==> src/rtl/pwm_pkg.sv <==
// pwm_pkg: shared definitions for the multi-channel PWM generator.
//   - default parameter values (CH_NUM, CNT_W, PRESC_W)
//   - cnt_t counter type at default width
//   - pwm_mode_e counting mode
//   - pwm_cfg_t staging/active configuration record at default widths
// Optional feature macro: PWM_CENTER_ALIGN_EN (see pwm_multi_channel).
package pwm_pkg;

    localparam int CH_NUM_DEF  = 4;
    localparam int CNT_W_DEF   = 8;
    localparam int PRESC_W_DEF = 8;

    typedef logic [CNT_W_DEF-1:0] cnt_t;

    typedef enum logic {
        PWM_EDGE   = 1'b0,
        PWM_CENTER = 1'b1
    } pwm_mode_e;

    typedef struct packed {
        logic [PRESC_W_DEF-1:0]   prescale;
        cnt_t                     period;
        cnt_t [CH_NUM_DEF-1:0]    duty;
    } pwm_cfg_t;

endpackage

==> src/rtl/pwm_multi_channel_prescaler.sv <==
// pwm_prescaler: clock divider shared by all PWM channels.
// Ports:
//   clk, reset  - system clock, asynchronous active-high reset
//   enable      - low holds the divider at 0 and suppresses ticks
//   presc_act   - active divide value; tick every presc_act+1 clocks
//   tick        - combinational, high on the clock where the divider
//                 equals presc_act (divider wraps to 0 on that clock)
module pwm_prescaler
    import pwm_pkg::*;
#(
    parameter int PRESC_W = PRESC_W_DEF
) (
    input  logic               clk,
    input  logic               reset,
    input  logic               enable,
    input  logic [PRESC_W-1:0] presc_act,
    output logic               tick
);

    logic [PRESC_W-1:0] presc_cnt_q, presc_cnt_d;

    always_comb begin
        tick = enable && (presc_cnt_q == presc_act);
        if (!enable || tick) begin
            presc_cnt_d = '0;
        end else begin
            presc_cnt_d = presc_cnt_q + PRESC_W'(1);
        end
    end

    always_ff @(posedge clk or posedge reset) begin
        if (reset) begin
            presc_cnt_q <= '0;
        end else begin
            presc_cnt_q <= presc_cnt_d;
        end
    end

endmodule

==> src/rtl/pwm_multi_channel.sv <==
// pwm_multi_channel: CH_NUM-channel PWM generator with a shared prescaler
// and period counter and per-channel duty compare. Prescale, period and
// duty are double-buffered: load stages them, and they become active only
// at a period boundary (or immediately while disabled).
// Ports:
//   clk, reset    - system clock, asynchronous active-high reset
//   enable        - run control; low holds counters at 0, q low
//   prescale      - counter advances every prescale+1 clocks
//   period        - edge mode period = period+1 ticks
//   duty          - packed duties, channel i = duty[i*CNT_W +: CNT_W]
//   load          - one-clock strobe capturing prescale/period/duty
//   center_mode   - only with PWM_CENTER_ALIGN_EN; sampled at boundaries
//   load_pending  - staged values waiting for a boundary
//   q             - registered PWM outputs
//   period_tick   - one-clock pulse, coincident with the counter reaching 0
// Optional feature macro: PWM_CENTER_ALIGN_EN (up/down counting).
module pwm_multi_channel
    import pwm_pkg::*;
#(
    parameter int CH_NUM  = CH_NUM_DEF,
    parameter int CNT_W   = CNT_W_DEF,
    parameter int PRESC_W = PRESC_W_DEF
) (
    input  logic                    clk,
    input  logic                    reset,
    input  logic                    enable,
    input  logic [PRESC_W-1:0]      prescale,
    input  logic [CNT_W-1:0]        period,
    input  logic [CH_NUM*CNT_W-1:0] duty,
    input  logic                    load,
`ifdef PWM_CENTER_ALIGN_EN
    input  logic                    center_mode,
`endif
    output logic                    load_pending,
    output logic [CH_NUM-1:0]       q,
    output logic                    period_tick
);

    typedef struct packed {
        logic [PRESC_W-1:0]      prescale;
        logic [CNT_W-1:0]        period;
        logic [CH_NUM*CNT_W-1:0] duty;
    } cfg_t;

    cfg_t               cfg_in;
    cfg_t               stage_q, stage_d;
    cfg_t               act_q, act_d;
    logic               pend_q, pend_d;
    logic [CNT_W-1:0]   cnt_q, cnt_d;
    logic               down_q, down_d;
    pwm_mode_e          mode_q, mode_d;
    logic [CH_NUM-1:0]  q_q, q_d;
    logic               ptick_q, ptick_d;
    logic               tick;
    logic               boundary;

    assign cfg_in = {prescale, period, duty};

    pwm_prescaler #(.PRESC_W(PRESC_W)) u_prescaler (
        .clk       (clk),
        .reset     (reset),
        .enable    (enable),
        .presc_act (act_q.prescale),
        .tick      (tick)
    );

    always_comb begin
        cnt_d    = cnt_q;
        down_d   = down_q;
        boundary = 1'b0;
        if (!enable) begin
            cnt_d  = '0;
            down_d = 1'b0;
        end else if (tick) begin
            if (mode_q == PWM_CENTER && act_q.period != '0) begin
                // Turn at the top without repeating period_act; the
                // boundary is the step that lands on 0 going down.
                if (!down_q && cnt_q < act_q.period) begin
                    cnt_d = cnt_q + CNT_W'(1);
                end else begin
                    cnt_d  = cnt_q - CNT_W'(1);
                    down_d = 1'b1;
                    if (cnt_q <= CNT_W'(1)) begin
                        cnt_d    = '0;
                        down_d   = 1'b0;
                        boundary = 1'b1;
                    end
                end
            end else begin
                if (cnt_q >= act_q.period) begin
                    cnt_d    = '0;
                    down_d   = 1'b0;
                    boundary = 1'b1;
                end else begin
                    cnt_d = cnt_q + CNT_W'(1);
                end
            end
        end

`ifdef PWM_CENTER_ALIGN_EN
        mode_d = boundary ? (center_mode ? PWM_CENTER : PWM_EDGE) : mode_q;
`else
        mode_d = PWM_EDGE;
`endif

        stage_d = stage_q;
        act_d   = act_q;
        pend_d  = pend_q;
        if (load) begin
            stage_d = cfg_in;
            pend_d  = 1'b1;
        end
        // A load coinciding with a boundary bypasses staging so the newest
        // inputs take effect on that same boundary.
        if (boundary && (load || pend_q)) begin
            act_d  = load ? cfg_in : stage_q;
            pend_d = 1'b0;
        end else if (!enable && pend_q && !load) begin
            act_d  = stage_q;
            pend_d = 1'b0;
        end

        ptick_d = boundary;
    end

    for (genvar i = 0; i < CH_NUM; i++) begin : g_ch
        assign q_d[i] = enable && (cnt_q < act_q.duty[i*CNT_W +: CNT_W]);
    end

    always_ff @(posedge clk or posedge reset) begin
        if (reset) begin
            stage_q <= '0;
            act_q   <= '0;
            pend_q  <= 1'b0;
            cnt_q   <= '0;
            down_q  <= 1'b0;
            mode_q  <= PWM_EDGE;
            q_q     <= '0;
            ptick_q <= 1'b0;
        end else begin
            stage_q <= stage_d;
            act_q   <= act_d;
            pend_q  <= pend_d;
            cnt_q   <= cnt_d;
            down_q  <= down_d;
            mode_q  <= mode_d;
            q_q     <= q_d;
            ptick_q <= ptick_d;
        end
    end

    assign q            = q_q;
    assign period_tick  = ptick_q;
    assign load_pending = pend_q;

endmodule

==> config.mk <==
export PLATFORM = sky130hd
export DESIGN_NAME = pwm_multi_channel
export DESIGN_NICKNAME = d
export VERILOG_FILES = /design/src/rtl/pwm_pkg.sv /design/src/rtl/pwm_multi_channel_prescaler.sv /design/src/rtl/pwm_multi_channel.sv
export SDC_FILE = /design/constraint.sdc
export NUM_CORES = 1
export LEC_CHECK = 0
export ABC_AREA = 1
export CAP_MARGIN = 20
export CORE_MARGIN = 4
export CORE_UTILIZATION = 35
export CTS_BUF_LIST = sky130_fd_sc_hd__clkbuf_8
export CTS_CLUSTER_DIAMETER = 120
export CTS_CLUSTER_SIZE = 40
export DETAILED_ROUTE_END_ITERATION = 6
export SYNTH_ARGS = -nofsm -noshare
export SYNTH_HDL_FRONTEND = slang
export SYNTH_HIERARCHICAL = 1
export SYNTH_SLANG_ARGS = --single-unit
==> constraint.sdc <==
create_clock -name clk -period 5.9 [get_ports clk]
set_input_delay 1.18 -clock clk [delete_from_list [all_inputs] [get_ports clk]]
set_output_delay 1.18 -clock clk [all_outputs]
set_load 0.005 [all_outputs]
* After elaboration in Yosys (flattened, before gate mapping)
Index checks and enable logic that the tools add are counted.
Word-level totals: output and inout port bits 6, bits in registers 118, input port bits 52, logic and storage cells 47
Cells by class: reduce and logical (&&, ||, !) cells 14, eq/ne operators 2, mux-type cells 13, add/subtract/negate cells 2, magnitude comparators 5
Operators by type and width (number):
- $mux W48 | 3
- $lt A8 B8 Y1 | 4
- $mux W8 | 4
- $add A8 B1 Y8 const B | 2
- $eq A8 B8 Y1 | 1
- $ge A8 B8 Y1 | 1
- $logic_and A1 B1 Y1 | 8
- $mux W1 | 6
- $reduce_bool A3 Y1 | 1
- $logic_not A1 Y1 | 2
- $logic_or A1 B1 Y1 | 2
- $ne A2 B1 Y1 const B | 1
- $reduce_bool A2 Y1 | 1

* Depth between registers and ports, before layout
Gate-level depths: netlist of the first run.
depth after elaboration 6, depth in mapped cells 14, depth with buffers taken out 13

* Modules after synthesis
The synthesis of the first run kept the hierarchy.
Modules (own cells, without submodules):
- pwm_multi_channel | area an instance 6447.4 um^2, instances 1, cells each 837
- pwm_prescaler | area an instance 519.2 um^2, instances 1, cells each 73

* Least setup slack after synthesis of the first run
No wires, ideal clock.
kind input-to-reg, start point in enable, end point reg act_q[0] in the netlist's numbering, arrival 2.212 ns, setup slack 3.571 ns, stages on the path 9, cell sequence inv_1 > nor2_1 > nand2_1 > clkinv_1 > buf_2 > buf_1 > nand4_1 > nand2_1 > nand2_1
On the way: word-level cells in the longest chain between the ends 5, elaborated cells on any way between the ends 9, classes of those cells 3 x mux; 6 x reduce/logical
Ends and longest elaborated chain:
- from (decl) | RTL line pwm_multi_channel.sv:26 | input logic enable,
- $logic_and A1 B1 Y1 (*) | RTL line pwm_multi_channel_prescaler.sv:23 | tick = enable && (presc_cnt_q == presc_act);
- net tick | RTL line pwm_multi_channel.sv:54 | logic tick;
- $mux W1 (*) | RTL line pwm_multi_channel.sv:74 | end else if (tick) begin
- $mux W1 (*) | RTL line pwm_multi_channel.sv:71 | if (!enable) begin
- $logic_and A1 B1 Y1 (*) | RTL line pwm_multi_channel.sv:115 | if (boundary && (load || pend_q)) begin
- $mux W48 / $reduce_bool A2 Y1 (equally long branches)
- to (signal assigned) | RTL line pwm_multi_channel.sv:142 | act_q <= act_d;
- to (decl) | RTL line pwm_multi_channel.sv:47 | cfg_t act_q, act_d;
Mark *: on every way through the listed nets, which the timed path passes. The rest lies on a longest branch. A chain may end at the register's enable or synchronous reset.

* Worst setup path after layout of the first run
start point in enable, end point reg act_q[17] in the netlist's numbering
Same word-level chain as after synthesis.

==> impl_results.md, run 1 <==
* Status: finished, final reports clean
* M2 GR Usage at 24.1%
* CTS Sinks at 118
* Synth Area per Inst at 7.66 um^2
* Syn Inst Count at 910
* Net count after synthesis at 1000
* Reg-to-reg slack, setup at 3140 ps
* Relative slew slack at about half
* WS Path Type: primary input to register
* Internal power at 0.00166 W
* CP cell instances: clkdlybuf4s50_1, inv_1, nor2_1, nand2_1, clkinv_1, nand3_4, buf_4, nand2_1, nand2_1, nand2_1
* Worst VDD drop at 0.127 mV
* Mux share of post-synthesis cell area at 0%
* Adder-Cell Fraction of Synth Area at 6.82%
* Synth unique cells at 30
* Hold_buf cts at 0
* Met1 Use GR at 19.8%
* Skew final at 13.6 ps
* Sw frac at 28.0%
* Final #Nets at 1038
* Gr usage total at between 10 and 15%
* WL/cell at 12.8 um
* Final HPWL DP at 9890 um
* Non-filler cells, final at ~1200
* Num CTS Buffers at 17
* Synth Warn # at 6
* Height of the die at roughly 150 um
* Fin. Hold Viols at 0
* Min Clock Period, post-route at approximately 3200 ps
* CTS tree: done
* GRT overflow at 0
* XOR/XNOR Fraction of Synth Area at 1.13%
* Global route hottest layer: met2
* Most common cell after layout, fill and taps aside: nand2_1
* Max-Cap Viols at 0
* Peak Freq at 313 MHz
* Hold slack at 512 ps
* Synth Area in Simple Gates at a little under a third
* RSZ-0062 raised after global routing: false
* DIE AREA at 22200 um^2
* Largest net degree at the start of global routing at 81
* Setup violations, final at 0
* Total power at 0.00231 W
* First-pass GRT wire length at around 27000 um
* Post-cts sizing count at 0
* Inst Count DP at 1193
* P per Cell Area at 283 nW/um^2
* DR iter-0 viols at roughly 230
* Clock-pin slew on the worst setup and hold paths at 60 ps
* Initial antenna violation count at 0
* Clock power frac at 38.4%
* N_diodes at 0
* Row count at 51
* Die width at around 150 um
* Critical Path Fanout Max at 52
* Final Max Tran Viols at 0
* Crit-path slowest cell: clkdlybuf4s50_1
* Crit. End Element: register
* CP Launch Type: primary input
* GP Congestion at just under 0.8
* Routed Antenna Nets at 0
* Core area at 19500 um^2
* Drt via density at 4.61
* Mapped cell area at 6970 um^2
* Reg power frac at 43.3%
* CTS Root Buffer Type: clkbuf_8
* Synth Area in Compound Gates at under 10%
* Remaining DRCs at 0
* Post-route clock period utilization at 54.2%
* Via count at 5645
* Most frequent CP cell: nand2_1
* # port buffers at 57
* Clock latency on the worst-skew pair at 440 ps
* Share of the synthesized area in the top cell type at 42.4%
* Filler cells at 2037
* Clock Tree Buf Depth at 2
* Worst EP required at 6270 ps
* Layout area overhead at 17.2%
* Comb power frac at around 18%
* Synth area leaders: dfrtp_1, nand2_1, inv_1
* Vias in the first global route at 5572
* TritonRoute pass-1 iters at 5
* Initial Utilization at 35.7%
* I/O Pins at just under 60
* GR Layer Usage met3 at around 4.1%
* Leak at 4.39 nW
* Critical Path Max Stage Delay at 640 ps
* Largest family of logic cells by synthesized area: simple AND/OR/NAND/NOR gates
* Worst Hold Class: register to register
* Psw at 0.000647 W
* Worst-Margin Slew at 735 ps
* WP data arrival at roughly 3600 ps
* Most frequent cells in the layout: nand2_1, inv_1, dfrtp_1, o21ai_0, clkdlybuf4s50_1
* Post-synth top area cell: dfrtp_1
* Setup TNS at 0 ps
* H-tree depth at 4
* Total wire length at 15600 um
* Layout cells sized above 1 at 9.38%
* Yosys reg bits at 118
* Register area share after synthesis at 42.4%
* Setup repair bufs after CTS at 0
cells in the mapped netlist (all sizes together):
cell,n
nor3,1
o32ai,1
xnor2,5
a21oi,18
xor2,4
a21o,1
dfrtp,118
ha,38
or2,2
nand2,310
o21ai,58
nor2,30
clkbuf,11
nand3,58
buf,36
nand3b,4
clkinv,1
a211oi,4
nand4,51
inv,159
flip-flops by register name, summed over array words and instances (netlist names):
name	count
period_tick	1
stage_q	48
u_prescaler/presc_cnt_q	8
load_pending	1
cnt_q	8
act_q	48
q	4
through the flow:
step | instance area, um^2 | worst slack (ps) | utilization (%)
floorplan | 6970 | 1820 | -
global placement | 7670 | 2290 | 39.3
detailed placement | 7670 | 2230 | 39.3
CTS | 8140 | 2690 | 41.7
global route | 8170 | 2410 | 41.8
finish | 8170 | 2700 | 41.8
worst paths after layout:
kind,from,endpoint,cells after the start
setup / recovery,enable,act_q[17],10
hold / removal,act_q[19],act_q[19],2
setup reg to reg,cnt_q[5],act_q[17],10
hold reg to reg,act_q[19],act_q[19],2
max in group asynchronous,reset,stage_q[17],3
min in group asynchronous,reset,act_q[45],2
metal layers:
metal	part of all wire, %	wire, um
met1	47	7400
met2	46	7250
met3	5.6	882
met4	0.72	112
met5	0	0
kinds of logic after synthesis:
logic type,after synthesis
xor+xnor,9
flops,118
fa+ha+maj,38
simple gates,456
compound gates,82
buf+inv,207
area by class of cell:
cell class                 instances  area, um^2  area share (%)
clock buffer                      19         262            3.20
clock inverter                    12         208            2.54
inverter                         160         603            7.38
multi-input combinational        585        3160            38.7
sequential                       118        2950            36.2
tap                              265         332            4.06
timing repair buffer              66         653            8.00
critical path, delay by kind of cell:
family	cells	cell delay (ps)
buf+inv	4	1350
simple gates	6	980
power groups by stage:
| stage | sequential, W | clock (W) | combinational (W) |
|---|---|---|---|
| floorplan | 0.000997 | 0 | 0.000315 |
| global placement | 0.00101 | 0 | 0.000416 |
| detailed placement | 0.00102 | 0 | 0.000426 |
| CTS | 0.00100 | 0.000911 | 0.000429 |
| global route | 0.00102 | 0.000948 | 0.000499 |
| finish | 0.00100 | 0.000887 | 0.000423 |
Note: power is estimated with default switching activity, not from simulation.
==> run 2: changes to the inputs <==
Clock period 5.9 ns to 2.7 ns, I/O delays scaled along.
==> run 2 against run 1 <==
Against the previous run: first-iteration DRC count up 7.0%; clock skew about the same; utilization up 0.62 points; setup slack worse by 2200 ps; total power up 110%; cell count up 1.1%; critical endpoint is now act_q[25]; largest cell class unchanged; highest routed layer unchanged.
==> impl_results.md, run 2 (synthesis results as in run 1) <==
* Status: finished, final reports clean
* Pre-CTS setup slack at 393 ps
* WP data arrival at 2500 ps
* Initial antenna violation count at 0
* Height of the die at approximately 150 um
* Via count at 5702
* Leak at ~4.4 nW
* Inst Count DP at 1207
* Max-Cap Viols at 0
* Setup repair bufs after CTS at 0
* Min Clock Period, post-route at 2170 ps
* Worst VDD drop at roughly 0.29 mV
* N_diodes at 0
* Most common cell after layout, fill and taps aside: nand2_1
* DIE AREA at around 22000 um^2
* Clock power frac at 36.3%
* Core area at 19500 um^2
* WL/cell at 12.6 um
* Post-cts sizing count at 0
* Worst-Margin Slew at around 600 ps
* Skew final at 13.1 ps
* Comb power frac at a little under a fifth
* Layout area overhead at 19.0%
* Worst EP required at 3030 ps
* M2 GR Usage at between 20% and 30%
* Die width at 149 um
* Final Max Tran Viols at 0
* Critical Path Fanout Max at 35
* Internal power at around 0.0034 W
* I/O Pins at 58
* Post-route clock period utilization at 80.4%
* DR iter-0 viols at 245
* Non-filler cells, final at around 1200
* CP Launch Type: register
* Crit. End Element: register
* Reg power frac at 44.5%
* Peak Freq at 460 MHz
* Hold_buf cts at 0
* CTS Root Buffer Type: clkbuf_8
* Global route hottest layer: met2
* Drt via density at between 4 and 5
* RSZ-0062 raised after global routing: false
* Final WS setup at 528 ps
* Util after Layout at 42.4%
* Worst Hold Class: primary input to asynchronous set/reset pin
* Routed Antenna Nets at 0
* Most frequent cells in the layout: nand2_1, inv_1, dfrtp_1, o21ai_0, clkdlybuf4s50_1
* Clock-pin slew on the worst setup and hold paths at 70 ps
* Row count at 51
* Reg-to-reg slack, setup at 530 ps
* Sw frac at 29.9%
* First-pass GRT wire length at 27000 um
* H-tree depth at 4
* WS Path Type: register to register
* # port buffers at 57
* Final #Nets at 1051
* Met1 Use GR at 20.0%
* Largest registers: act_q: 48 flops, stage_q: 48 flops
* CTS tree: done
* Setup TNS at 0 ps
* Total wire length at 15600 um
* Psw at between 0.001 and 0.0015 W
* Initial Utilization at 35.7%
* Vias in the first global route at around 5600
* Gr usage total at between 15 and 20%
* Num CTS Buffers at 17
* GR Layer Usage met3 at 3.95%
* Fin. Hold Viols at 0
* Relative slew slack at 60.2%
* GRT overflow at 0
* Layout cells sized above 1 at 10.8%
* Setup violations, final at 0
* Final HPWL DP at 10300 um
* Largest net degree at the start of global routing at ~110
* Clock Tree Buf Depth at 2
* Clock latency on the worst-skew pair at around 450 ps
* TritonRoute pass-1 iters at 4
* GP Congestion at ~0.83
* Remaining DRCs at 0
* P per Cell Area at 591 nW/um^2
* CTS Sinks at 118
run 2: power by group through the flow:
stage                     logic, W  clock network [W]  registers (W)
after CTS                 0.000961            0.00183        0.00218
final                     0.000938            0.00178        0.00218
after detailed placement  0.000952                  0        0.00222
after global placement    0.000929                  0        0.00222
after floorplan           0.000689                  0        0.00218
after global routing       0.00111            0.00192        0.00222
run 2: final timing paths:
check                      startpoint                          to  cells after the start
min reg2reg                 act_q[17]                   act_q[17]                      2
max reg2reg                  cnt_q[7]                   act_q[25]                      9
max                          cnt_q[7]                   act_q[25]                      9
min in group clk            act_q[17]                   act_q[17]                      2
min                             reset  u_prescaler/presc_cnt_q[3]                      2
max in group asynchronous       reset                  stage_q[7]                      3
run 2: per-layer routing:
metal  part of all wire, %  wire length (um)
met1                    48              7410
met2                    46              7230
met3                   4.5               700
met4                   1.4               223
met5                     0                 0
run 2: final cells by class:
class | count | area [um^2]
fill | 2053 | 11200
multi-input combinational | 585 | 3160
sequential | 118 | 2950
timing repair buffer | 79 | 806
inverter | 160 | 604
tap | 265 | 332
clock buffer | 17 | 234
clock inverter | 15 | 203
run 2: worst max-delay path, cell delays in order (launching register included):
cell and delay [ps]:
dfrtp_1 560, ha_1 320, a21o_1 180, nor2_1 130
nand3_2 140, nand3_4 250, buf_12 250, nand2_1 80
nand2_1 70, nand2_1 60
run 2: through the flow:
stage	hold WS, ps	power (W)	area (um^2)
after floorplan	356	0.00287	6970
after global placement	499	0.00315	7850
after detailed placement	502	0.00317	7850
after CTS	414	0.00498	8290
after global routing	436	0.00524	8290
final	428	0.00490	8290
==> RTL edit (flow settings as in run 2) <==
The package constant `CNT_W_DEF` goes from 8 to 9.
--- a/src/rtl/pwm_pkg.sv
+++ b/src/rtl/pwm_pkg.sv
@@ -9,3 +9,3 @@
     localparam int CH_NUM_DEF  = 4;
-    localparam int CNT_W_DEF   = 8;
+    localparam int CNT_W_DEF   = 9;
     localparam int PRESC_W_DEF = 8;
Interface: changed (resized duty and period); port bits go from 58 to 63. No check against the original RTL was run, so the function may have changed too.
==> RTL edit against run 2 <==
Wire length rose by 9.5%. Sequential share of layout area up 1.3 points. Sequential cell count is 11 higher. Synthesized area rose by 6.8%. Worst setup slack got worse by 0.0017 ns. Critical path depth increased by 3. Cell area increased by 5.6%. Power grew 2.6%. Highest routed layer unchanged.
==> RTL edit: results (changes against run 2) <==
outcome=finished, final reports clean; sequential power share=0.472 (+0.027); Synth cell types=27 (-10%); GRT met3 Usage=0.0332 (-0.00629); Leak=4.68 nW (+5.4%); adder-cell area share of the yosys netlist=0.0723 (+0.00405); XOR/XNOR Fraction of Synth Area=0.0106 (-0.000723); met3 WL=560 µm (-20%); Cells after DPL=1306 (+8.2%); largest stage delay on the critical path=0.59 ns (+0.03 ns); layout cells sized above 1=0.0679 (-0.0399); RePlAce Congestion=0.804 (-3.1%); global routing usage on met1=0.210 (+0.0101); Synth Area in Compound Gates=0.0652 (+0.00399); Post-Place Setup Slack=0.400 ns (+0.00659 ns); Internal Power=3.54 mW (+3.2%); clock skew=0.00933 ns (-0.00377 ns); port bufs=62 (+8.8%); Synth Net Count=1101 (+10%); M1 WL=8.25 mm (+11%); worst r2r path cells=12 (+3); R2R Setup Slk=0.53 ns (about the same); total track usage=0.155 (+0.00340); largest net degree at the start of global routing=68 (-39%); routed len/inst=12.8 µm (+1.6%)
==> RTL edit: worst reg2reg max path: stages (launching register included) <==
cell	delay [ns]
dfrtp_1	0.59
ha_1	0.33
nand2_1	0.06
nand2_1	0.05
a21oi_1	0.11
nand2_1	0.08
nand2_1	0.12
nand2_4	0.09
nand3_4	0.15
buf_12	0.26
nand2_1	0.10
nand2_1	0.09
nand2_1	0.05
==> RTL edit: final cells by class <==
cell class	instances	area (µm²)
Clock buffer	22	303
Clock inverter	7	83.8
Fill cell	2253	12200
Inverter	178	672
Multi-Input combinational cell	645	3310
Sequential cell	129	3230
Tap cell	275	344
Timing Repair Buffer	79	806
==> RTL edit: stage by stage <==
stage,hold WS (ns),area (µm²)
floorplan,0.356,7450
global placement,0.491,8360
detailed placement,0.493,8360
CTS,0.423,8750
global route,0.445,8750
finish,0.428,8750
==> RTL edit: cells by family after synthesis <==
family / Yosys count
simple gates: 500
buf+inv: 227
flops: 129
compound gates: 93
fa+ha+maj: 43
xor+xnor: 9
